**src/rtl/isp_req_pkg.sv**
```systemverilog
`default_nettype none
// ============================================================================
// Module      : isp_req_pkg
// Description : Shared types and constants for the ISP request generator:
//               FSM state encoding, LFSR width/mask, parameter defaults and
//               the Galois LFSR step function.
// Revision    : 1.0 - initial release
// ============================================================================
package isp_req_pkg;

   localparam int                LFSR_W    = 16;
   localparam logic [LFSR_W-1:0] LFSR_MASK = 16'hB400;

   localparam int                DEF_PAT_NUM = 3;
   localparam int                DEF_NUM_PIC = 15;
   localparam int                DEF_PIC_W   = 4;
   localparam int                DEF_MAX_DLY = 4;
   localparam int                DEF_TIMEOUT = 1000;
   localparam int                DEF_DATA_W  = 8;
   localparam logic [LFSR_W-1:0] DEF_SEED    = 16'hACE1;

   typedef enum logic [2:0] {
      ST_IDLE  = 3'd0,
      ST_INIT  = 3'd1,
      ST_DELAY = 3'd2,
      ST_ISSUE = 3'd3,
      ST_WAIT  = 3'd4,
      ST_DRAIN = 3'd5,
      ST_DONE  = 3'd6,
      ST_FAIL  = 3'd7
   } state_t;

   // Right-shifting Galois step: feedback taps are applied when bit 0 falls out.
   function automatic logic [LFSR_W-1:0] lfsr_step(input logic [LFSR_W-1:0] v);
      lfsr_step = (v >> 1) ^ (v[0] ? LFSR_MASK : '0);
   endfunction

endpackage
`default_nettype wire

```
**src/rtl/isp_req_gen_lfsr.sv**
```systemverilog
`default_nettype none
// ============================================================================
// Module      : isp_lfsr16
// Description : 16-bit Galois LFSR that loads its seed on reset and steps
//               once for every cycle in which adv is high.
// Revision    : 1.0 - initial release
// ============================================================================
module isp_lfsr16
   import isp_req_pkg::*;
(
   input  logic              clk,
   input  logic              rst,
   input  logic              adv,
   input  logic [LFSR_W-1:0] seed,
   output logic [LFSR_W-1:0] value
);

   // Seed on reset, otherwise advance on request.
   always_ff @(posedge clk) begin
      if (rst) begin
         value <= seed;
      end else if (adv) begin
         value <= lfsr_step(value);
      end
   end

endmodule
`default_nettype wire

```
**src/rtl/isp_req_gen.sv**
```systemverilog
`default_nettype none
// ============================================================================
// Module      : isp_req_gen
// Description : Pseudo-random request generator for an ISP block. Issues
//               PAT_NUM requests separated by random gaps, measures response
//               latency and flags init, overlap and timeout errors.
//               Optional feature macro: ISP_REQ_GEN_CHECKSUM_EN enables a
//               16-bit running sum of response data.
// Revision    : 1.0 - initial release
// ============================================================================
module isp_req_gen
   import isp_req_pkg::*;
#(
   parameter int          PAT_NUM = DEF_PAT_NUM,
   parameter int          NUM_PIC = DEF_NUM_PIC,
   parameter int          PIC_W   = DEF_PIC_W,
   parameter int          MAX_DLY = DEF_MAX_DLY,
   parameter int          TIMEOUT = DEF_TIMEOUT,
   parameter int          DATA_W  = DEF_DATA_W,
   parameter logic [15:0] SEED    = DEF_SEED
)(
   input  logic              clk,
   input  logic              rst,
   input  logic              start,
   output logic              in_valid,
   output logic [PIC_W-1:0]  in_pic_no,
   output logic              in_mode,
   output logic [1:0]        in_ratio_mode,
   input  logic              out_valid,
   input  logic [DATA_W-1:0] out_data,
   output logic              busy,
   output logic              done,
   output logic              timeout_err,
   output logic              overlap_err,
   output logic              init_err,
   output logic [15:0]       pat_cnt,
   output logic [15:0]       last_latency,
   output logic [31:0]       total_latency,
   output logic [15:0]       checksum
);

   localparam logic [15:0] TO_LIM  = 16'(TIMEOUT - 1);
   localparam logic [15:0] PAT_LIM = 16'(PAT_NUM);

   state_t      state;
   state_t      state_nxt;
   logic [15:0] lfsr;
   logic        lfsr_adv;
   logic [15:0] dly_cnt;
   logic [15:0] lat_cnt;
   logic [15:0] gap;
   logic [32:0] tot_sum;
   logic        start_ok;
   logic        enter_delay;
   logic        init_bad;

   assign start_ok    = start && (state == ST_IDLE || state == ST_DONE || state == ST_FAIL);
   assign init_bad    = out_valid || (out_data != '0);
   assign enter_delay = (state_nxt == ST_DELAY) && (state != ST_DELAY);
   assign lfsr_adv    = enter_delay || (state == ST_ISSUE);
   assign gap         = 16'(lfsr % 16'(MAX_DLY)) + 16'd1;
   assign tot_sum     = {1'b0, total_latency} + 33'(lat_cnt);

   isp_lfsr16 u_lfsr (
      .clk   (clk),
      .rst   (rst),
      .adv   (lfsr_adv),
      .seed  (SEED),
      .value (lfsr)
   );

   // State register.
   always_ff @(posedge clk) begin
      if (rst) begin
         state <= ST_IDLE;
      end else begin
         state <= state_nxt;
      end
   end

   // Next-state logic; overlap in ISSUE wins over the move to WAIT.
   always_comb begin
      state_nxt = state;
      case (state)
         ST_IDLE, ST_DONE, ST_FAIL: if (start) state_nxt = ST_INIT;
         ST_INIT:  state_nxt = init_bad ? ST_FAIL : ST_DELAY;
         ST_DELAY: if (dly_cnt <= 16'd1) state_nxt = ST_ISSUE;
         ST_ISSUE: state_nxt = out_valid ? ST_FAIL : ST_WAIT;
         ST_WAIT: begin
            if (out_valid)              state_nxt = ST_DRAIN;
            else if (lat_cnt == TO_LIM) state_nxt = ST_FAIL;
         end
         ST_DRAIN: if (!out_valid) state_nxt = (pat_cnt == PAT_LIM) ? ST_DONE : ST_DELAY;
         default:  state_nxt = ST_IDLE;
      endcase
   end

   // Request fields and status decoded from the current state.
   always_comb begin
      in_valid      = 1'b0;
      in_pic_no     = '0;
      in_mode       = 1'b0;
      in_ratio_mode = 2'b00;
      busy          = 1'b0;
      done          = 1'b0;
      case (state)
         ST_ISSUE: begin
            in_valid      = 1'b1;
            in_pic_no     = PIC_W'(lfsr % 16'(NUM_PIC)) + PIC_W'(1);
            in_mode       = lfsr[0];
            in_ratio_mode = lfsr[2:1];
            busy          = 1'b1;
         end
         ST_INIT, ST_DELAY, ST_WAIT, ST_DRAIN: busy = 1'b1;
         ST_DONE: done = 1'b1;
         default: ;
      endcase
   end

   // Gap/latency counters, statistics and sticky error flags.
   always_ff @(posedge clk) begin
      if (rst) begin
         dly_cnt       <= '0;
         lat_cnt       <= '0;
         pat_cnt       <= '0;
         last_latency  <= '0;
         total_latency <= '0;
         timeout_err   <= 1'b0;
         overlap_err   <= 1'b0;
         init_err      <= 1'b0;
      end else begin
         if (start_ok) begin
            pat_cnt       <= '0;
            last_latency  <= '0;
            total_latency <= '0;
            timeout_err   <= 1'b0;
            overlap_err   <= 1'b0;
            init_err      <= 1'b0;
         end
         if (enter_delay) begin
            dly_cnt <= gap;
         end else if (state == ST_DELAY) begin
            dly_cnt <= dly_cnt - 16'd1;
         end
         case (state)
            ST_INIT:  if (init_bad) init_err <= 1'b1;
            ST_ISSUE: begin
               lat_cnt <= '0;
               if (out_valid) overlap_err <= 1'b1;
            end
            ST_WAIT: begin
               if (out_valid) begin
                  last_latency  <= lat_cnt;
                  total_latency <= tot_sum[32] ? '1 : tot_sum[31:0];
                  pat_cnt       <= pat_cnt + 16'd1;
               end else if (lat_cnt == TO_LIM) begin
                  timeout_err <= 1'b1;
               end else begin
                  lat_cnt <= lat_cnt + 16'd1;
               end
            end
            default: ;
         endcase
      end
   end

`ifdef ISP_REQ_GEN_CHECKSUM_EN
   logic [15:0] csum;

   // Modular sum of response data seen while a response is being collected.
   always_ff @(posedge clk) begin
      if (rst || start_ok) begin
         csum <= '0;
      end else if ((state == ST_WAIT || state == ST_DRAIN) && out_valid) begin
         csum <= csum + 16'(out_data);
      end
   end

   assign checksum = csum;
`else
   assign checksum = '0;
`endif

endmodule
`default_nettype wire

```
**config.mk**
```make
export PLATFORM = sky130hd
export DESIGN_NAME = isp_req_gen
export DESIGN_NICKNAME = d
export VERILOG_FILES = /design/src/rtl/isp_req_pkg.sv /design/src/rtl/isp_req_gen_lfsr.sv /design/src/rtl/isp_req_gen.sv
export SDC_FILE = /design/constraint.sdc
export NUM_CORES = 1
export LEC_CHECK = 0
export BUFFER_PORTS_ARGS = -buffer_cell sky130_fd_sc_hd__buf_4
export CAP_MARGIN = 20
export CORE_MARGIN = 4
export CORE_UTILIZATION = 40
export DETAILED_ROUTE_END_ITERATION = 7
export PLACE_DENSITY = 0.57
export SETUP_SLACK_MARGIN = 0.2
export SYNTH_ARGS = -nofsm -noshare
export SYNTH_HDL_FRONTEND = slang
export SYNTH_SLANG_ARGS = --single-unit
```
**constraint.sdc**
```tcl
create_clock -name clk -period 14.9 [get_ports clk]
set_input_delay 2.98 -clock clk [delete_from_list [all_inputs] [get_ports clk]]
set_output_delay 2.98 -clock clk [all_outputs]
set_load 0.05 [all_outputs]
```
* Word-level counts from Yosys, hierarchy flattened
Cells that the tools add are included.
W data, S select, Z words.
** Storage, ports and cells
- Bits of input ports :: 12
- Word-level logic and storage cells :: 86
- Flip-flop bits (word level) :: 118
- Output and inout port bits :: 93
** Cells by class
- Multiplexer cells :: 41
- Div/mod/pow operators :: 1
- $add $sub $neg :: 6
- Order comparisons :: 1
- Bitwise logic cells :: 1
- Reduce and logical (&&, ||, !) cells :: 13
- Eq/ne operators :: 13
** Operator list (count)
- $mux W16 :: 11
- $mux W32 :: 4
- $add A32 B16 Y33 :: 1
- $add A16 B1 Y16 const B :: 2
- $pmux W16 S2 :: 1
- $mux W3 :: 7
- $pmux W3 S6 :: 1
- $eq A16 B10 Y1 const B :: 1
- $eq A16 B2 Y1 const B :: 1
- $le A16 B1 Y1 const B :: 1
- $mod A16 B4 Y16 const B :: 1
- $sub A16 B1 Y16 const B :: 1
- $xor A15 B16 Y16 :: 1
- $mux W1 :: 14
- $eq A3 B3 Y1 const B :: 4
- $eq A3 B2 Y1 const B :: 3
- $reduce_bool A8 Y1 :: 1
- $reduce_or A5 Y1 :: 1
- $add A4 B1 Y4 const B :: 1
- $logic_or A1 B1 Y1 :: 4
- $mux W2 :: 2
- $mux W4 :: 1
- $ne A2 B2 Y1 const B :: 2
- $reduce_bool A2 Y1 :: 2
- 7 further kinds :: 8

* Longest topological paths before layout
Gate-level depths: netlist (run 1).
- Word-level depth :: 8
- Gate-level depth with buffers :: 34
- Mapped depth without buffers :: 31

* By module
Synthesis (run 1) repeated with hierarchy kept, for this count alone.
** Second synthesis, totals
- Cells, all modules :: 1005
- Area, all modules :: 8008.9 sq um
** Modules (own cells, without submodules)
- isp_req_gen :: area an instance 7252.0 sq um, instances 1, cells each 964, sequential area each 2042.0 sq um
- isp_lfsr16 :: area an instance 757.0 sq um, instances 1, cells each 41, sequential area each 480.5 sq um

* Least setup slack after synthesis (run 1)
Ideal clock, no wire load.
- Kind :: register -> output
- Start :: reg u_lfsr.value[14]
- End :: out in_pic_no[2]
- Cell stages (with the launch flop) :: 34
- Data required time :: 11.920 ns
- Path buffers :: 3
- Arrival :: 7.851 ns
- Setup slack :: 4.069 ns
- Cell sequence :: dfxtp_1 > buf_4 > o211a_1 > o21a_1 > o22a_1 > a21oi_2 > a21boi_2 > or4_4 > a21oi_1 > o31a_1 > buf_2 > nand2_1 > o2111ai_1 > nor2_1 > a21oi_1 > o21bai_1 > o21ai_0 > ha_1 > buf_1 > a21boi_0 > o211a_1 > nor3_2 > xnor2_1 > ha_1 > nand3b_1 > nor2_1 > mux2i_1 > o2111ai_1 > nor3b_4 > mux2_2 > ha_1 > xnor2_1 > and3_1 > nor3_1
** Between the ends
- Cells in the longest elaborated chain, start to end :: 3
** Ends and longest elaborated chain
- start: declaration :: line isp_req_gen_lfsr.sv:15 : output logic [LFSR_W-1:0] value
- start signal: assignment :: line isp_req_gen_lfsr.sv:23 : value <= lfsr_step(value);
- $mod A16 B4 Y16 :: line isp_req_gen.sv:109 : in_pic_no = PIC_W'(lfsr % 16'(NUM_PIC)) + PIC_W'(1);
- $add A4 B1 Y4 :: line isp_req_gen.sv:109
- $mux W4 :: line isp_req_gen.sv:106 : case (state)
- end: declaration :: line isp_req_gen.sv:26 : output logic [PIC_W-1:0] in_pic_no,
Every way passes these cells.

* Worst setup path after layout (run 1)
- Start :: reg u_lfsr.value[11]
- End :: out in_pic_no[2]
Same word-level chain as after synthesis.

==> summary.txt, run 1 <==
Final layout
  • Share of cells above drive strength 1: 0.145
  • Nets: 1128
  • Area growth from synthesis to layout: 17.0%
  • Design area: 9290 um^2
  • # diodes: 0
  • Final non-filler cell total: 1367

Synth
  • Post-synthesis async set-or-reset flop share: 0
  • Yosys warns: 0
  • Synth Area in XOR/XNOR: 0.0574
  • Netlist cell types: 88
  • Combinational family with the most area after synthesis: compound AO/OA/AOI/OAI gates
  • Synth Area per Inst: about 7.7 um^2
  • Main flop type after synthesis: dfxtp_1
  • Post-Synthesis Cells: 1033
  • Compound-cell area share of the yosys netlist: 0.260
  • Post-Syn Area: 7940 um^2
  • Sequential element share of the synthesized area: 0.298
  • Flops & latches, synth: 118
  • Synth Area in Simple Gates: 0.254
  • Mux cell area share after synthesis: 0.0213
  • Number of flops mapped to enable cells by yosys: 0
  • Area share of fa/ha/maj cells after synthesis: 0.0448

Critical path
  • R2R cell count: 21
  • CP Buf/Inv Count: 1
  • CP Class: flip-flop to output pin
  • WP depth: 31
  • Crit path top cell by count: ha_1
  • CP max stage cell: dfxtp_1
  • Setup crit start kind: flip-flop
  • CP max FO: 15
  • WP data required: 11920 ps
  • Max stage delay on crit path: 630 ps
  • Nature of the critical path endpoint: output pin
  • WP data arrival: approximately 8800 ps
  • Family with the most delay on the worst path: compound AO/OA/AOI/OAI gates

Global routing
  • GRT Resource Usage Total: 0.191
  • Grt met3 use: 0.0425
  • GR Util met2: 0.299
  • Total grt overflow: 0
  • Initial antenna violation count: 0
  • Number of global-route vias before repair: 7080
  • Met1 GRT Util: 0.268
  • Busiest grt layer: met2
  • Largest net degree at the start of global routing: 50
  • First-pass GRT wire length: 35400 um

Clocking
  • Clk pin slew, worst setup/hold paths: 60 ps
  • Max Buffers Root-to-Sink: 2
  • Setup Fix Bufs, Post-CTS: 0
  • CTS root buf: clkbuf_16
  • Clock sinks: about 120
  • CTS buffer count: 17
  • CTS tree: built
  • # hold bufs at CTS: 0
  • H-tree depth: 4
  • PostCTS Resize Cnt: 0
  • Skew-Pair Late Insertion Delay: 420 ps

Min path
  • HP Class: flip-flop to flip-flop
  • WHS Path Cells: 2

Run status
  • Status: complete, no violations

Place
  • IO buf count: between 80 and 90
  • Post-Place Cell Area: roughly 8700 um^2
  • HPWL Detailed: 15100 um
  • Inst Count DP: around 1.3k
  • GP Congestion: 0.854

Detailed routing
  • Iter 0 DRT Violations: approximately 430
  • Residual DRC count: 0
  • Post-Route WL: approximately 21000 um
  • Vias: 7590
  • Vias/cell: 5.55
  • Avg WL per Cell: 15.5 um
  • Drt pass-1 iters: 5
  • Final ANT Viol Nets: 0

Timing
  • RSZ-0062 raised after global routing: false
  • Final hold viol count: 0
  • Max frequency: 84.9 MHz
  • Slew @ Worst Pin: 902 ps
  • Crit path time final: approximately 12000 ps
  • Pins Over Slew Limit: 0
  • Final setup fails: 0
  • Period utilization: 0.791
  • Worst clock skew: 11.6 ps
  • Post-route setup TNS: 0 ps
  • Slew HR: 0.396

Floorplan
  • Std cell rows: 51
  • CORE AREA: 19500 um^2
  • Starting Density: 0.408
  • Die width: between 100 and 150 um
  • Die height: 149 um
  • Top Ports: 105
  • Die ar.: 22200 um^2

Job
  • Max_cap viols: 0
==> cell type report <==
type	count	area (um^2)
well taps	265	332
fillers	1926	10200
flip-flops and latches	118	2360
inverters	39	146
multi-input cells	819	5120
clock inverters	14	176
repair buffers	94	706
clock buffers	18	439
==> Yosys cell counts, types with 18 or more instances <==
| master | count | area share |
|---|---|---|
| dfxtp_1 | 118 | 0.30 |
| nand2_1 | 105 | 0.050 |
| nor2_1 | 100 | 0.047 |
| a21oi_1 | 97 | 0.061 |
| o21ai_0 | 50 | 0.032 |
| nand3_1 | 40 | 0.025 |
| clkbuf_1 | 39 | 0.018 |
| inv_1 | 39 | 0.018 |
| nor3_1 | 30 | 0.019 |
| xnor2_1 | 30 | 0.033 |
| ha_1 | 26 | 0.041 |
| xor2_1 | 22 | 0.024 |
| nand4_1 | 19 | 0.015 |
| buf_4 | 18 | 0.017 |
==> metrics by stage <==
step	util	worst slack [ps]	hold WS (ps)
4_1_cts	0.477	3210	456
2_1_floorplan	-	4070	447
3_5_place_dp	0.446	3670	448
5_1_grt	0.477	2440	473
3_3_place_gp	0.446	3830	447
6_report	0.477	3120	454
==> worst reg2reg max path, cell delays in order, from the launching register on <==
cell and delay, ps:
dfxtp_1 410, ha_1 210, inv_1 50, fa_1 400
nor2b_1 130, o21ai_0 110, a21boi_0 190, o21ai_0 130
a21oi_1 190, o21ai_0 130, a21oi_1 180, o21ai_0 120
a21oi_1 200, o21ai_0 130, a21oi_1 200, o21ai_0 130
a21oi_1 210, o21ai_0 220, a2111oi_0 740, nor2_1 410
buf_4 320, a221oi_1 260
==> cell usage in the layout, fill, tap and decap left out, drive strengths merged, types with 26 or more instances in the layout <==
master  instances
a21oi          98
buf            94
dfxtp         118
ha             26
inv            41
nand2         105
nand3          40
nor2          101
nor3           31
o21ai          52
xnor2          30
==> sequential cells by signal, indices dropped and copies added, names as in the netlist <==
name           count
dly_cnt           16
init_err           1
last_latency      16
lat_cnt           16
overlap_err        1
pat_cnt           16
state              3
timeout_err        1
total_latency     32
u_lfsr.value      16
==> cell families after synthesis <==
logic type	Yosys count
buffers and inverters	111
multiplexers	16
AO/OA/AOI/OAI	303
other	1
flip-flops	118
adder cells (fa/ha/maj)	28
AND/OR/NAND/NOR	404
XOR/XNOR	52
==> path summary, 6_finish.rpt <==
kind / slack (ps) / start / endpoint
worst max-delay path: 3120 / u_lfsr.value[11] / in_pic_no[2]
worst min-delay path: 450 / last_latency[0] / last_latency[0]
worst max register to register: 9740 / lat_cnt[0] / total_latency[1]
worst min register to register: 450 / last_latency[0] / last_latency[0]
==> per-layer routing <==
metal / up-vias / routed length [um]
met2: 169 / 9450
met3: 22 / 968
met5: - / 0
met1: 3553 / 10400
li1: 3846 / -
met4: 0 / 269
Power of run 1 is not shown: default switching activity piles up to over one toggle a cycle in this logic, so the estimate is an artifact.
==> inputs of run 2 (changes only) <==
==> constraint.sdc (replaced) <==
create_clock -name clk -period 12.1 [get_ports clk]
set_input_delay 2.42 -clock clk [delete_from_list [all_inputs] [get_ports clk]]
set_output_delay 2.42 -clock clk [all_outputs]
set_load 0.05 [all_outputs]
==> run 2 against run 1 <==
- first-iteration DRC count down 0.69%
- largest cell class unchanged
- sequential cell count unchanged
- cell count unchanged
- cell area about the same
- via count about the same
- critical path type unchanged
==> summary.txt, run 2 (synthesized netlist as in run 1, its figures left out) <==
Run status
  • Status: complete, no violations

Final layout
  • Largest register by flop count: total_latency
  • Nets: about 1.1k
  • Commonest non-fill, non-tap cells in the layout: dfxtp_1, nand2_1, nor2_1
  • Largest register FFs: 32
  • Register area: 2360 um^2
  • Multi-input logic area: 5130 um^2
  • Share of cells above drive strength 1: 0.147
  • # diodes: 0
  • Area growth from synthesis to layout: 17.1%
  • Fill cells: 1945
  • Commonest non-fill, non-tap cell in the layout: dfxtp_1

Detailed routing
  • Avg WL per Cell: ~16 um
  • Post-Route WL: between 20000 and 25000 um
  • Iter 0 DRT Violations: 430
  • Vias/cell: 5.56
  • Drt pass-1 iters: 5
  • Final ANT Viol Nets: 0
  • Vias: 7595
  • Residual DRC count: 0

Floorplan
  • Die width: ~150 um
  • CORE AREA: between 15000 and 20000 um^2
  • Top Ports: 105
  • Std cell rows: 51
  • Die ar.: 22200 um^2
  • Starting Density: 0.408
  • Die height: around 150 um

Timing
  • Pins Over Slew Limit: 0
  • Slew HR: 0.391
  • Slew @ Worst Pin: slightly above 900 ps
  • Post-route setup TNS: 0 ps
  • Final setup fails: 0
  • Final hold viol count: 0
  • RSZ-0062 raised after global routing: false
  • Crit path time final: 11210 ps
  • Max frequency: 89.2 MHz
  • Worst clock skew: 11.8 ps
  • Period utilization: 0.927

Critical path
  • CP Buf/Inv Count: 1
  • R2R cell count: 21
  • Critical Path Start: u_lfsr.value[11]
  • CP max FO: 15
  • WP data required: 9680 ps
  • Nature of the critical path endpoint: output pin
  • Reg-to-Reg Start: lat_cnt[0]
  • CP max stage cell: dfxtp_1
  • Setup crit start kind: flip-flop
  • Max stage delay on crit path: around 640 ps
  • WP depth: 30
  • WP data arrival: 8790 ps
  • Crit path top cell by count: ha_1
  • Critical R2R Capture: total_latency[1]
  • Family with the most delay on the worst path: compound AO/OA/AOI/OAI gates
  • Critical path capture point: in_pic_no[2]
  • Reg2Reg Setup Slack: 6870 ps
  • CP Class: flip-flop to output pin

Place
  • IO buf count: 88
  • HPWL Detailed: ~15000 um
  • GP Congestion: around 0.86

Clocking
  • CTS tree: built
  • Skew-Pair Late Insertion Delay: 420 ps
  • H-tree depth: 4
  • # hold bufs at CTS: 0
  • Setup Fix Bufs, Post-CTS: 0
  • CTS root buf: clkbuf_16
  • Clock sinks: roughly 120
  • Max Buffers Root-to-Sink: 2
  • PostCTS Resize Cnt: 0
  • Clk pin slew, worst setup/hold paths: 60 ps
  • CTS buffer count: 17

Global routing
  • Largest net degree at the start of global routing: 50
  • Number of global-route vias before repair: approximately 7.1k
  • Initial antenna violation count: 0
  • Total grt overflow: 0
  • GRT Resource Usage Total: 0.192
  • First-pass GRT wire length: 35700 um

Min path
  • HP Class: flip-flop to flip-flop

Job
  • Max_cap viols: 0
run 2: routing by layer:
| metal | GRT usage | vias up | routed length (um) |
|---|---|---|---|
| met3 | 0.0407 | 29 | 984 |
| met5 | 0 | - | 0 |
| met1 | 0.278 | 3549 | 10800 |
| met2 | 0.286 | 172 | 9230 |
| li1 | - | 3845 | - |
| met4 | 0.0577 | 0 | 389 |
run 2: stage by stage:
stage / utilization / std cells / cell area [um^2] / setup slack [ps] / hold slack [ps]
finish: 0.478 / 1367 / 9300 / 887 / 455
CTS: 0.477 / 1367 / 9290 / 918 / 458
global placement: 0.446 / 1335 / 8670 / 1590 / 447
detailed placement: 0.446 / 1335 / 8670 / 1400 / 450
global route: 0.478 / 1367 / 9300 / 212 / 475
floorplan: - / 1048 / 8000 / 1830 / 447
run 2: worst min-delay path by stage:
| stage | startpoint | slack (ps) | depth (start not counted) | to |
|---|---|---|---|---|
| after floorplan | dly_cnt[5] | 450 | 2 | dly_cnt[5] |
| after global placement | last_latency[0] | 450 | 2 | last_latency[0] |
| after detailed placement | last_latency[0] | 450 | 2 | last_latency[0] |
| after CTS | last_latency[0] | 460 | 2 | last_latency[0] |
| after global routing | last_latency[15] | 480 | 2 | last_latency[15] |
| final | last_latency[0] | 450 | 2 | last_latency[0] |
run 2: layout make-up:
| type | instances | area share |
|---|---|---|
| tap | 265 | 0.0357 |
| timing repair buffer | 94 | 0.0759 |
| clock inverter | 15 | 0.0209 |
| sequential | 118 | 0.254 |
| inverter | 39 | 0.0157 |
| multi-input combinational | 819 | 0.552 |
| clock buffer | 17 | 0.0458 |
run 2: tightest hold or removal path, delay by kind of cell (launching register included):
family          cells  cell delay (ps)
simple gates        1               50
compound gates      1               50
flops               1              310
Power of run 2 is left out for the same reason.
